==> src/rtl/am_demod_arbiter.sv <==
// am_demod_arbiter: shares one am_demod magnitude pipeline among NUM_CH
// channels. Each channel has a one-entry holding buffer, a round-robin
// scheduler issues at most one sample per clock, and a fixed-latency tag
// pipeline steers every demodulator result back to the channel it came from.
module am_demod_arbiter #(
    parameter int DATA_SIZE = 16,
    parameter int NUM_CH    = 4,
    parameter int LATENCY   = 3,
    parameter int TAG_W     = 2
) (
    input  logic                        clk,
    input  logic                        reset_n,
    input  logic [NUM_CH-1:0]           ch_strobe,
    input  logic [NUM_CH*DATA_SIZE-1:0] ch_i,
    input  logic [NUM_CH*DATA_SIZE-1:0] ch_q,
    output logic                        dm_strobe,
    output logic [DATA_SIZE-1:0]        dm_i,
    output logic [DATA_SIZE-1:0]        dm_q,
    input  logic                        dm_strobe_in,
    input  logic [DATA_SIZE-1:0]        dm_data,
    output logic [NUM_CH-1:0]           out_strobe,
    output logic [DATA_SIZE-1:0]        out_data,
    output logic [NUM_CH-1:0]           overrun,
    output logic                        sync_err,
    input  logic                        flag_clr
);

    // Holding buffers
    logic [NUM_CH-1:0]    pend_v;
    logic [DATA_SIZE-1:0] pend_i [NUM_CH];
    logic [DATA_SIZE-1:0] pend_q [NUM_CH];

    // Scheduler
    logic [TAG_W-1:0]     rr_ptr;
    logic [TAG_W-1:0]     dm_tag;
    logic [TAG_W-1:0]     cand;
    logic                 gnt_v;
    logic [TAG_W-1:0]     gnt_idx;
    logic [NUM_CH-1:0]    gnt_oh;
    logic [NUM_CH-1:0]    ovr_set;

    // Tag pipeline, stage LATENCY-1 lines up with dm_strobe_in
    logic [LATENCY-1:0]   tp_v;
    logic [TAG_W-1:0]     tp_tag [LATENCY];
    logic                 tail_v;
    logic [TAG_W-1:0]     tail_tag;
    logic                 route;
    logic [NUM_CH-1:0]    route_oh;

    assign tail_v   = tp_v[LATENCY-1];
    assign tail_tag = tp_tag[LATENCY-1];
    assign route    = dm_strobe_in & tail_v;

    // Round-robin search of pend_v starting at rr_ptr; first pending channel wins
    always_comb begin
        // NOTE: every variable gets a default before any branch, so no path infers a latch.
        gnt_v   = 1'b0;
        gnt_idx = '0;
        cand    = '0;
        gnt_oh  = '0;
        ovr_set = '0;
        for (int off = 0; off < NUM_CH; off++) begin
            cand = TAG_W'((int'(rr_ptr) + off) % NUM_CH);
            if (!gnt_v && pend_v[cand]) begin
                gnt_v   = 1'b1;
                gnt_idx = cand;
            end
        end
        for (int k = 0; k < NUM_CH; k++) begin
            gnt_oh[k]  = gnt_v && (gnt_idx == TAG_W'(k));
            ovr_set[k] = ch_strobe[k] && pend_v[k] && !gnt_oh[k];
        end
    end

    // One-hot decode of the tail tag for result routing
    always_comb begin
        route_oh = '0;
        for (int k = 0; k < NUM_CH; k++) begin
            route_oh[k] = (tail_tag == TAG_W'(k));
        end
    end

    // Pending flags: a new strobe always wins over a grant in the same cycle
    always_ff @(posedge clk or negedge reset_n) begin
        // NOTE: sequential state uses non-blocking assignments so all flops update together.
        if (!reset_n) begin
            pend_v <= '0;
        end else begin
            pend_v <= ch_strobe | (pend_v & ~gnt_oh);
        end
    end

    // Sample capture; newest sample always overwrites the buffer
    always_ff @(posedge clk) begin
        // NOTE: the data buffers have no reset; pend_v alone says whether they hold a live sample.
        for (int k = 0; k < NUM_CH; k++) begin
            if (ch_strobe[k]) begin
                pend_i[k] <= ch_i[k*DATA_SIZE +: DATA_SIZE];
                pend_q[k] <= ch_q[k*DATA_SIZE +: DATA_SIZE];
            end
        end
    end

    // Issue stage: register the winner towards the demodulator and advance rr_ptr
    always_ff @(posedge clk or negedge reset_n) begin
        if (!reset_n) begin
            dm_strobe <= 1'b0;
            dm_i      <= '0;
            dm_q      <= '0;
            dm_tag    <= '0;
            rr_ptr    <= '0;
        end else begin
            dm_strobe <= gnt_v;
            if (gnt_v) begin
                dm_i   <= pend_i[gnt_idx];
                dm_q   <= pend_q[gnt_idx];
                dm_tag <= gnt_idx;
                rr_ptr <= (gnt_idx == TAG_W'(NUM_CH-1)) ? '0 : gnt_idx + 1'b1;
            end
        end
    end

    // Tag pipeline tracking which channel each in-flight sample belongs to
    always_ff @(posedge clk or negedge reset_n) begin
        if (!reset_n) begin
            tp_v <= '0;
            for (int s = 0; s < LATENCY; s++) begin
                tp_tag[s] <= '0;
            end
        end else begin
            tp_v[0]   <= dm_strobe;
            tp_tag[0] <= dm_tag;
            for (int s = 1; s < LATENCY; s++) begin
                tp_v[s]   <= tp_v[s-1];
                tp_tag[s] <= tp_tag[s-1];
            end
        end
    end

    // Result routing: one-cycle one-hot strobe with the demodulator word
    always_ff @(posedge clk or negedge reset_n) begin
        if (!reset_n) begin
            out_strobe <= '0;
            out_data   <= '0;
        end else begin
            out_strobe <= route ? route_oh : '0;
            if (route) begin
                out_data <= dm_data;
            end
        end
    end

    // Sticky status flags; a set in the same cycle beats flag_clr
    always_ff @(posedge clk or negedge reset_n) begin
        if (!reset_n) begin
            overrun  <= '0;
            sync_err <= 1'b0;
        end else begin
            overrun  <= (overrun & ~{NUM_CH{flag_clr}}) | ovr_set;
            sync_err <= (sync_err & ~flag_clr) | (tail_v != dm_strobe_in);
        end
    end

endmodule

==> config.mk <==
export PLATFORM = sky130hd
export DESIGN_NAME = am_demod_arbiter
export DESIGN_NICKNAME = d
export VERILOG_FILES = /design/src/rtl/am_demod_arbiter.sv
export SDC_FILE = /design/constraint.sdc
export NUM_CORES = 1
export LEC_CHECK = 0
export ABC_CLOCK_PERIOD_IN_PS = 4900
export CORE_UTILIZATION = 43
export DETAILED_ROUTE_END_ITERATION = 16
export DONT_BUFFER_PORTS = 1
export MAX_ROUTING_LAYER = met4
export PLACE_DENSITY = 0.67
export REMOVE_ABC_BUFFERS = 1
export SYNTH_ARGS = -nofsm -noshare
export SYNTH_HDL_FRONTEND = slang
export SYNTH_SLANG_ARGS = --single-unit
==> constraint.sdc <==
create_clock -name clk -period 4.9 [get_ports clk]
set_input_delay 0.735 -clock clk [delete_from_list [all_inputs] [get_ports clk]]
set_output_delay 0.735 -clock clk [all_outputs]
set_load 0.01 [all_outputs]
==> summary.md <==
| Metric | Value |
|---|---|
| Result of the run | completed |
| DP Area | 7650 um^2 |
| Cell area after synthesis | around 7400 um^2 |
| Multiplexer area fraction after synthesis | 0.0418 |
| Arithmetic-cell share of the synthesized area counting full adders, half adders and majority gates | 0.00337 |
| Clock-pin transition on the worst setup and hold timing paths | 60 ps |
| Overall die area | ~18000 um^2 |
| Finish-stage setup viols | 0 |
| Transition time of the tightest slew-check pin | between 900 and 1000 ps |
| Fraction of the mapped netlist area in simple logic gates | 0.0551 |
| Number of global-route vias before repair | approximately 4200 |
| Core area | 16700 um^2 |
| Share of post-route cells with drive strength above 1 | 0.128 |
| Final Cycle Share | 0.663 |
| Number of antenna violations at the first check in global routing | 1 |
| Total Power Consumption | 5.71 mW |
| Routed Antenna Nets | 0 |
| Routed len/inst | 23.4 um |
| GR Util All Layers | 0.187 |
| GRT overflow | 0 |
| Slew margin rel. | 0.350 |
| Standard-cell row count | 47 |
| Die extent in y | between 100 and 150 um |
| # nets final | 613 |
| Ports placed on the boundary | between 200 and 250 |
| Hold Violations, Final | 0 |
| Fill cell instance count of the final layout | approximately 1400 |
| Worst hold margin | about 140 ps |
| Most common cell after layout, fill and taps aside | edfxtp_1 |
| Non-Filler Cell Area, Final | roughly 8400 um^2 |
| Post-synthesis sequential element count | 203 |
| Data arrival, critical path | between 3000 and 4000 ps |
| Buffer levels on the longest clock path | 3 |
| Num Clock Sinks | between 200 and 250 |
| First-pass GRT wire length | approximately 24000 um |
| Per-cell via count in the routed design | 5.84 |
| Starting density of the core | 0.445 |
| Highest-delay cell along the critical path | o21a_1 |
| Synthesized area per cell | about 16 um^2 |
| VDD IR max | roughly 440 uV |
| Static leakage | between 3 and 4 nW |
| TritonCTS clock tree | done |
| Die extent in x | 133 um |
| Pwr Density | between 600 and 700 nW/um^2 |
| Number of buffers created by CTS | 22 |
| Startpoint type of the worst setup path | register |
| Insertion delay of the later-clocked pin in the worst-skew pair | 490 ps |
| Worst-path cell chain | nor2b_1 > o21a_1 > or3_2 > inv_2 > a32o_1 > a211o_1 |
| Fin util | 0.503 |
| Layout overhead on the synthesized area | 13.0% |
| Maximum single-stage delay on the critical path | about 680 ps |
| Most used cells in the layout excluding fill and tap cells | edfxtp_1 (128), dfrtp_1 (75), nor2_1 (35) |
| Largest family of logic cells by synthesized area | compound AO/OA/AOI/OAI gates |
| Clock period minus final worst setup slack | around 3200 ps |
| Sequential cell area fraction in the yosys report | 0.770 |
| Final Worst Setup Slack | around 1700 ps |
| Clock tree skew after final layout | around 10 ps |
| Largest net degree at the start of global routing | 76 |
| H-tree level count | 1 |
| Number of design-rule violations left by the first detailed-router iteration | ~220 |
| WL final | approximately 16000 um |
| Finished Layout Cells | slightly below 700 |
| Class of the worst hold path | primary input to asynchronous set/reset pin |
| Highest net fanout along the worst path | 35 |
| Capturing element type of the critical path | register |
| Slew Viols, Final | 0 |
| Worst EP required | 5270 ps |
| Pre-Repair DR Iteration Count | 4 |
| Placed wire-length estimate after detailed placement | 10300 um |
| Post-route DRC | 0 |
| Number of placed instances with taps included | 654 |
| Library cell used as clock root buffer | clkbuf_16 |
| RSZ-0062 raised after global routing | no |
| Final setup TNS | 0 ps |
| Final weighted congestion of routability-driven global placement | just under 0.8 |
| Count of cell types in the netlist | 33 |
| Total of cells resized after clock tree synthesis | 0 |
| Count of input and output buffers | 0 |
| Vias after detailed routing | 4067 |
| Area fraction in compound gates after synthesis | 0.108 |
| Ys Warns | 0 |
| Max cap viols | 0 |
| Post-synthesis cell count | 460 |
| Type of the worst setup path | register to register |
| Highest clock rate | roughly 0.3 GHz |
| Worst slack, placed | approximately 1700 ps |
| Fraction of synthesized cell area in xor and xnor cells | 0 |
-- cell usage after synthesis --
master / count / area share
edfxtp_1: 128 / 0.52
dfrtp_1: 75 / 0.25
nor2_1: 36 / 0.018
clkbuf_1: 22 / 0.011
nand2_1: 22 / 0.011
a32o_1: 21 / 0.028
nor4_1: 20 / 0.017
a211o_1: 19 / 0.022
a211oi_1: 19 / 0.019
mux2_2: 16 / 0.024
a21oi_1: 15 / 0.010
a221oi_1: 13 / 0.015
mux2i_1: 13 / 0.018
buf_2: 6 / 0.0040
inv_1: 5 / 0.0025
a21o_1: 4 / 0.0040
o21ai_0: 4 / 0.0027
nor2b_1: 3 / 0.0025
ha_1: 2 / 0.0034
inv_2: 2 / 0.0010
nand2b_1: 2 / 0.0017
o2bb2ai_1: 2 / 0.0024
a21boi_0: 1 / 0.0010
and2_1: 1 / 0.00084
and3_1: 1 / 0.00084
and3b_1: 1 / 0.0012
buf_1: 1 / 0.00050
buf_4: 1 / 0.0010
buf_6: 1 / 0.0015
nor3b_1: 1 / 0.0010
o21a_1: 1 / 0.0010
o32ai_1: 1 / 0.0012
or3_1: 1 / 0.00084
-- worst max-delay path: cells and delay by family, from the launching register on --
family                 cells  cell delay, ps
buffers and inverters      1             450
and+or+nand+nor            2             960
DFF                        1             420
AOI/OAI and AO/OA          3            1300
-- logic make-up after synthesis --
logic type / after synthesis
buffers and inverters: 38
DFF: 203
and+or+nand+nor: 88
muxes: 29
adders and majority gates: 2
AOI/OAI and AO/OA: 100
-- flip-flops by register name, summed over array words and instances (netlist names), 16 cells and up --
name / cells
out_data: 16
dm_q: 16
dm_i: 16
pend_q: 64
pend_i: 64
-- what timing repair did --
action	CTS	global route
endpoints found under the hold margin	75	0
endpoints found under the setup margin	0	0
hold buffers	1	0
buffers inserted	0	0
-- routing by layer --
metal / share of wire / GRT usage / up-vias
met5: 0 / - / -
met4: 0.021 / 0.0581 / 0
met3: 0.090 / 0.0533 / 32
met2: 0.49 / 0.301 / 230
met1: 0.40 / 0.228 / 2014
li1: - / - / 1791
-- power breakdown --
part / leakage [nW] / switching (mW) / internal (mW) / total [mW]
sequential: 2.12 / 0.311 / 2.18 / 2.50
clock: 0.354 / 0.627 / 0.992 / 1.62
combinational: 0.673 / 0.975 / 0.622 / 1.60
-- path summary, 6_finish.rpt --
path | startpoint | endpoint | slack, ps | cells past startpoint
min reg2reg | tp_v[0] | tp_v[1] | 350 | 0
max reg2reg | pend_v[0] | dm_q[14] | 1650 | 6
max | pend_v[0] | dm_q[14] | 1650 | 6
min | reset_n | out_data[10] | 140 | 1
max in group asynchronous | reset_n | dm_i[14] | 4440 | 1
min in group clk | ch_q[8] | pend_q[0][8] | 330 | 0
-- final cells by class --
| class | count | area, um^2 | share of cell area |
|---|---|---|---|
| Sequential cell | 203 | 5720 | 0.681 |
| Inverter | 7 | 26.3 | 0.00313 |
| Clock buffer | 31 | 626 | 0.0745 |
| Clock inverter | 9 | 91.3 | 0.0109 |
| Timing Repair Buffer | 6 | 65.1 | 0.00775 |
| Tap cell | 220 | 275 | 0.0328 |
| Antenna cell | 1 | 2.50 | 0.000298 |
| Multi-Input combinational cell | 219 | 1590 | 0.189 |
Power figures use the tool's default switching activity.
